<file path="src/rtl/qsort_pkg.sv">
// Shared types for the quicksort sequencer: index width, subrange entry, FSM states.
package qsort_pkg;

    localparam int QS_K  = 10;
    localparam int QS_IW = $clog2(QS_K) + 1;

    typedef struct packed {
        logic [QS_IW-1:0] base;
        logic [QS_IW-1:0] count;
    } range_t;

    // state      | meaning
    // S_IDLE     | waiting for start
    // S_WAIT_MEM | waiting for the array load to finish
    // S_POP      | take the next subrange off the stack, or finish
    // S_SETUP    | part_start low with stable base/count so the engine reloads
    // S_RUN      | partition in progress
    // S_CAPTURE  | compute left/right sizes around the pivot
    // S_PUSH_R   | push the right subrange
    // S_PUSH_L   | push the left subrange (processed first)
    // S_FINISH   | pulse done
    typedef enum logic [3:0] {
        S_IDLE, S_WAIT_MEM, S_POP, S_SETUP, S_RUN,
        S_CAPTURE, S_PUSH_R, S_PUSH_L, S_FINISH
    } state_t;

endpackage

</file>
<file path="src/rtl/qsort_stack.sv">
// Synchronous LIFO of pending subranges; top is the most recent push.
module qsort_stack
    import qsort_pkg::*;
#(
    parameter int SD = QS_K
) (
    input  logic   clk,
    input  logic   rst_n,
    input  logic   push,
    input  logic   pop,
    input  range_t din,
    output range_t top,
    output logic   empty,
    output logic   full
);
    localparam int PW = $clog2(SD + 1);
    localparam int AW = (SD > 1) ? $clog2(SD) : 1;

    range_t        mem [SD];
    logic [PW-1:0] sp;
    logic [AW-1:0] wr_idx;
    logic [AW-1:0] rd_idx;

    assign empty  = (sp == '0);
    assign full   = (sp == PW'(SD));
    assign wr_idx = AW'(sp);
    assign rd_idx = AW'(sp - 1'b1);
    assign top    = empty ? '0 : mem[rd_idx];

    always_ff @(posedge clk) begin
        if (push && !full) mem[wr_idx] <= din;
    end

    always_ff @(posedge clk or negedge rst_n) begin
        if (!rst_n)                sp <= '0;
        else if (push && !full)    sp <= sp + 1'b1;
        else if (pop && !empty)    sp <= sp - 1'b1;
    end

endmodule

</file>
<file path="src/rtl/qsort_sched.sv">
// Quicksort sequencer: keeps a LIFO of pending subranges and launches one engine
// partition at a time until no subrange of two or more elements remains.
module qsort_sched
    import qsort_pkg::*;
#(
    parameter  int SD = QS_K,
    localparam int IW = QS_IW
) (
    input  logic          clk,
    input  logic          rst_n,
    input  logic          start,
    input  logic [IW-1:0] n_elem,
    input  logic          mem_loaded,
    output logic          part_start,
    output logic [IW-1:0] part_base,
    output logic [IW-1:0] part_count,
    input  logic          part_done,
    input  logic [IW-1:0] part_index,
    output logic          busy,
    output logic          done,
    output logic          overflow,
    output logic [IW+3:0] n_parts
);
    state_t        state;
    logic [IW-1:0] n_lat;
    logic [IW-1:0] p;
    logic [IW-1:0] lc;
    logic [IW-1:0] rc;
    logic [IW-1:0] last;
    logic          keep;
    logic          in_range;
    logic          push;
    logic          pop;
    logic          empty;
    logic          full;
    range_t        push_data;
    range_t        top;

    qsort_stack #(.SD(SD)) u_stack (
        .clk   (clk),
        .rst_n (rst_n),
        .push  (push),
        .pop   (pop),
        .din   (push_data),
        .top   (top),
        .empty (empty),
        .full  (full)
    );

    assign last     = part_base + part_count - IW'(1);
    assign in_range = (p >= part_base) && (p <= last);

    always_comb begin
        push      = 1'b0;
        pop       = 1'b0;
        push_data = '0;
        unique case (state)
            S_WAIT_MEM: if (mem_loaded && n_lat >= IW'(2)) begin
                push            = 1'b1;
                push_data.count = n_lat;
            end
            S_POP:      pop = !empty;
            S_PUSH_R:   if (keep && rc >= IW'(2)) begin
                push            = 1'b1;
                push_data.base  = p + 1'b1;
                push_data.count = rc;
            end
            S_PUSH_L:   if (keep && lc >= IW'(2)) begin
                push            = 1'b1;
                push_data.base  = part_base;
                push_data.count = lc;
            end
            default: ;
        endcase
    end

    always_ff @(posedge clk or negedge rst_n) begin
        if (!rst_n) begin
            state      <= S_IDLE;
            part_start <= 1'b0;
            part_base  <= '0;
            part_count <= '0;
            busy       <= 1'b0;
            done       <= 1'b0;
            overflow   <= 1'b0;
            n_parts    <= '0;
            n_lat      <= '0;
            p          <= '0;
            lc         <= '0;
            rc         <= '0;
            keep       <= 1'b0;
        end else begin
            done <= 1'b0;
            // A push into a full stack drops the entry; the flag stays until next start.
            if (push && full) overflow <= 1'b1;
            unique case (state)
                S_IDLE: if (start) begin
                    n_lat    <= n_elem;
                    busy     <= 1'b1;
                    overflow <= 1'b0;
                    n_parts  <= '0;
                    state    <= S_WAIT_MEM;
                end
                S_WAIT_MEM: if (mem_loaded) begin
                    state <= (n_lat < IW'(2)) ? S_FINISH : S_POP;
                end
                S_POP: begin
                    if (empty) begin
                        state <= S_FINISH;
                    end else begin
                        part_base  <= top.base;
                        part_count <= top.count;
                        state      <= S_SETUP;
                    end
                end
                S_SETUP: begin
                    part_start <= 1'b1;
                    n_parts    <= n_parts + 1'b1;
                    state      <= S_RUN;
                end
                S_RUN: if (part_done) begin
                    p          <= part_index;
                    part_start <= 1'b0;
                    state      <= S_CAPTURE;
                end
                S_CAPTURE: begin
                    lc    <= p - part_base;
                    rc    <= last - p;
                    keep  <= in_range;
                    if (!in_range) overflow <= 1'b1;
                    state <= S_PUSH_R;
                end
                S_PUSH_R: state <= S_PUSH_L;
                S_PUSH_L: state <= S_POP;
                S_FINISH: begin
                    done  <= 1'b1;
                    busy  <= 1'b0;
                    state <= S_IDLE;
                end
                default: state <= S_IDLE;
            endcase
        end
    end

endmodule
</file>
<file path="config.mk">
export PLATFORM = sky130hd
export DESIGN_NAME = qsort_sched
export DESIGN_NICKNAME = d
export VERILOG_FILES = /design/src/rtl/qsort_pkg.sv /design/src/rtl/qsort_stack.sv /design/src/rtl/qsort_sched.sv
export SDC_FILE = /design/constraint.sdc
export NUM_CORES = 1
export LEC_CHECK = 0
export CAP_MARGIN = 10
export CORE_MARGIN = 4
export CORE_UTILIZATION = 30
export DETAILED_ROUTE_END_ITERATION = 12
export SETUP_SLACK_MARGIN = 0.02
export SLEW_MARGIN = 20
export SYNTH_ARGS = -nofsm -noshare
export SYNTH_HDL_FRONTEND = slang
export SYNTH_HIERARCHICAL = 1
export SYNTH_SLANG_ARGS = --single-unit
export TNS_END_PERCENT = 20
</file>
<file path="constraint.sdc">
create_clock -name clk -period 7.18 [get_ports clk]
set_input_delay 1.077 -clock clk [delete_from_list [all_inputs] [get_ports clk]]
set_output_delay 1.077 -clock clk [all_outputs]
set_load 0.03 [all_outputs]
</file>
==> impl.org <==
** Routing
- TritonRoute pass-1 iters :: 5
- Final routed wire length divided by cell count :: 16.3 um
- Summed over all layers, the routed wires come to 15300 um.
- DR vias/cell :: ~4.8
- Detailed routing inserted a total of roughly 4500 vias.
- 1st-iter DRT viols :: about 350
- The detail route stage leaves a number of antenna-violating nets equal to 0.
- After detailed routing, the number of remaining DRC violations is 0.

** GRT
- Largest net degree at the start of global routing :: 53
- The via count of the first global-routing pass was around 4400.
- Overall Global Routing Usage :: a little under an eighth
- Global-route wire length before repair :: between 20000 and 25000 um
- The initial antenna violation count came to 0.
- Overflow left after global routing :: 0

** Clock tree
- Counting the buffers created by CTS gives 17.
- CTS tree :: built
- Hold repair after CTS inserted 0 buffers.
- Number of resized instances in the post-cts repair step :: 0
- CTS Buffer Depth :: 2
- Sink count of the clock tree :: 152
- Total setup buffers inserted after CTS :: 0
- At the later pin of the worst-skew pair, clock insertion delay measures 0.42 ns.
- CTS built an H-tree with a depth of 4.
- Clock slew at the register clock pins of the worst setup and hold paths :: 0.07 ns
- Root Buffer :: clkbuf_16

** STA
- Timing would allow up to between 200 and 300 MHz.
- Final-layout setup total negative slack :: 0 ns
- Final Cycle Share :: 48.9%
- Final Setup Violations :: 0
- The worst path in the final design needs a cycle of 3.51 ns, including I/O delays and setup.
- For the pin with the worst max-slew slack, the measured transition is 0.952 ns.
- Final Max Tran Viols :: 0
- RSZ-0062 raised after global routing :: no
- Slew HR :: 36.3%
- The clock arrives with approximately 0.010 ns of skew.
- Worst-case hold slack :: 0.481 ns
- The count of final hold-check violations was 0.

** Layout
- Area grow syn2layout :: 17.1%
- Area occupied by multi-input gates :: around 2800 um^2
- The repair_antennas step left the layout with diodes totalling 0.
- The post-route netlist has between 10 and 15% of its cells at a drive strength greater than 1.
- Across the whole layout, storage elements account for between 4000 and 5000 um^2.
- Fill cells in the final layout number roughly 2300.
- Leaving out fill and tap cells, the most frequent cells in the layout are edfxtp_1 (100), nand2_1 (62), mux2i_1 (54).
- In the final design database the tool counted 649 nets.
- Most frequent standard cell in the layout excluding fill and tap cells :: edfxtp_1

** Synthesis
- The mapped netlist covers between 7000 and 8000 um^2.
- Number of enable flip-flop cells after synthesis :: 100
- For this run, asynchronously set or reset flops after synthesis account for about 34%.
- Synth Area in Adders :: around 4.8%
- After synthesis, the netlist uses 58 different library cells.
- A synthesized cell averages between 10 and 15 um^2.
- Of the post-synthesis cell area, the part taken by muxes is 8.78%.
- The synthesized netlist devotes 11.9% of its cell area to simple gates.
- Summing the areas of all compound-gate instances in the mapped netlist gives under 10% of the synthesized area.
- Summing the areas of all xor and xnor instances in the mapped netlist gives between 2 and 2.5% of the synthesized area.
- Number of register bits inferred by synthesis :: 152
- Post-synthesis cell count :: between 500 and 600
- Top flip-flop cell by instance count after synthesis :: edfxtp_1
- Sequential elements use between 50% and 60% of the synthesized area.
- Synth Warn # :: 6
- Main combinational cell family by area after synthesis :: simple AND/OR/NAND/NOR gates
- Net count of the mapped netlist :: 615

** Critical path
- In this design, the stage delay of the slowest critical-path cell is a little under 0.8 ns.
- Critical path's most frequent cell :: buf_4
- The kind of cell with the highest combined delay along the critical path is buffers and inverters.
- Worst Setup Start Kind :: flop
- At the worst endpoint, the required time is about 7.5 ns.
- CP Data Arrival Time :: approximately 3.8 ns
- The critical path goes through buf_4 > inv_1 > ha_2 > buf_4 > mux2i_1 > nand3_1 > a41oi_2 > a211oi_2 > mux2_1.
- Standard cell with the maximum stage delay on the critical path :: ha_2
- Of all nets on the critical path, the largest fanout is 35.
- Type of the worst setup path :: flop to flop
- Worst path bufs/invs :: 3
- The worst setup path is captured at a flop.

** Floorplan
- The die covers about 27000 um^2.
- Die boundary height :: approximately 160 um
- Top-level port count :: 38
- Chip Width :: about 160 um
- CORE AREA :: around 24000 um^2
- # rows :: 56
- Effective utilization at floorplan :: a little under a third

** Flow run
- Max-cap violations in this run came to 0.

** Power and ir drop
- Maximum VDD drop :: 0.462 mV
- Ratio of total power to cell area :: about 480 nW/um^2
- Summed over all cells, the static leakage comes to around 3.3 nW.

** Place
- IO buf count :: 37
- Placer congestion estimate :: 0.794
- Detailed-placement wirelength estimate :: ~11000 um

** Worst hold path
- Worst min-delay path category :: flop to flop

** Outcome
- The run finished with clean final reports.
-- flip-flops by register name, summed over array words and instances, names as in the netlist, 4 cells and up --
name         flops
rc               5
p                5
n_parts          9
n_lat            5
part_base        5
u_stack/sp       4
lc               5
state            4
u_stack/mem    100
part_count       5
-- Yosys cell counts (5+ instances only) --
| cell type | count | share of area (%) |
|---|---|---|
| a211oi_2 | 10 | 1.7 |
| edfxtp_1 | 100 | 41 |
| clkbuf_1 | 9 | 0.46 |
| nand3_1 | 51 | 3.5 |
| mux2_2 | 6 | 0.92 |
| a21oi_1 | 7 | 0.48 |
| dfrtp_1 | 52 | 18 |
| o21ai_1 | 8 | 0.55 |
| o21ai_0 | 23 | 1.6 |
| nor2_1 | 15 | 0.77 |
| nor4_1 | 5 | 0.43 |
| buf_2 | 13 | 0.89 |
| xnor2_1 | 10 | 1.2 |
| mux2i_1 | 54 | 7.4 |
| inv_1 | 26 | 1.3 |
| xor2_1 | 8 | 0.96 |
| ha_1 | 23 | 3.9 |
| a22o_1 | 5 | 0.60 |
| nor2b_1 | 5 | 0.43 |
| a41oi_2 | 10 | 2.2 |
| nand2_1 | 62 | 3.2 |
| and3_1 | 11 | 0.94 |
-- logic make-up (layout without fill, tap and decap cells) --
family	Yosys count	in the layout
compound gates	86	86
xor+xnor	19	19
fa+ha+maj	26	26
buf+inv	56	103
flops	152	152
mux	63	63
simple gates	172	172
-- path summary, 6_finish.rpt --
| path | end | depth (start not counted) | startpoint | slack (ns) |
|---|---|---|---|---|
| worst min register to register | n_parts[8]$_DFFE_PN0P_ | 1 | n_parts[8]$_DFFE_PN0P_ | 0.48 |
| worst max-delay path | part_count[4]$_DFFE_PN0P_ | 9 | u_stack/sp[0]$_DFFE_PN0P_ | 3.67 |
| max in group asynchronous | u_stack/sp[3]$_DFFE_PN0P_ | 2 | rst_n | 5.88 |
| worst max register to register | part_count[4]$_DFFE_PN0P_ | 9 | u_stack/sp[0]$_DFFE_PN0P_ | 3.67 |
| min in group asynchronous | p[0]$_DFFE_PN0P_ | 2 | rst_n | 0.78 |
| worst min-delay path | n_parts[8]$_DFFE_PN0P_ | 1 | n_parts[8]$_DFFE_PN0P_ | 0.48 |
-- area by class of cell --
type / instances / share of cell area [%]
Sequential cell: 152 / 50.3
Multi-Input combinational cell: 366 / 32.2
Clock buffer: 17 / 4.97
Timing Repair Buffer: 44 / 4.88
Tap cell: 319 / 4.66
Clock inverter: 15 / 1.87
Inverter: 27 / 1.18
-- through the flow --
stage | total power, mW | setup slack (ns) | util [%] | instances | area (um^2)
after global routing | 4.43 | 3.40 | 36.0 | 940 | 8560
final | 4.14 | 3.67 | 36.0 | 940 | 8560
after global placement | 3.29 | 3.46 | 33.6 | 908 | 7980
after floorplan | 2.82 | 4.03 | - | 574 | 7310
after CTS | 4.19 | 3.64 | 36.0 | 940 | 8560
after detailed placement | 3.29 | 3.36 | 33.6 | 908 | 7980
-- power by group --
group          total, mW  switching [mW]  internal [mW]
combinational       2.01            1.15          0.861
sequential          1.25           0.164           1.08
clock              0.876           0.385          0.491
total               4.14            1.70           2.44
-- per-layer routing --
layer	track usage, %	part of all wire (%)
met5	0	0
met4	3.66	1.1
met3	2.66	3.5
met2	18.2	46
met1	16.9	49
Note: power is estimated with default switching activity, not from simulation.
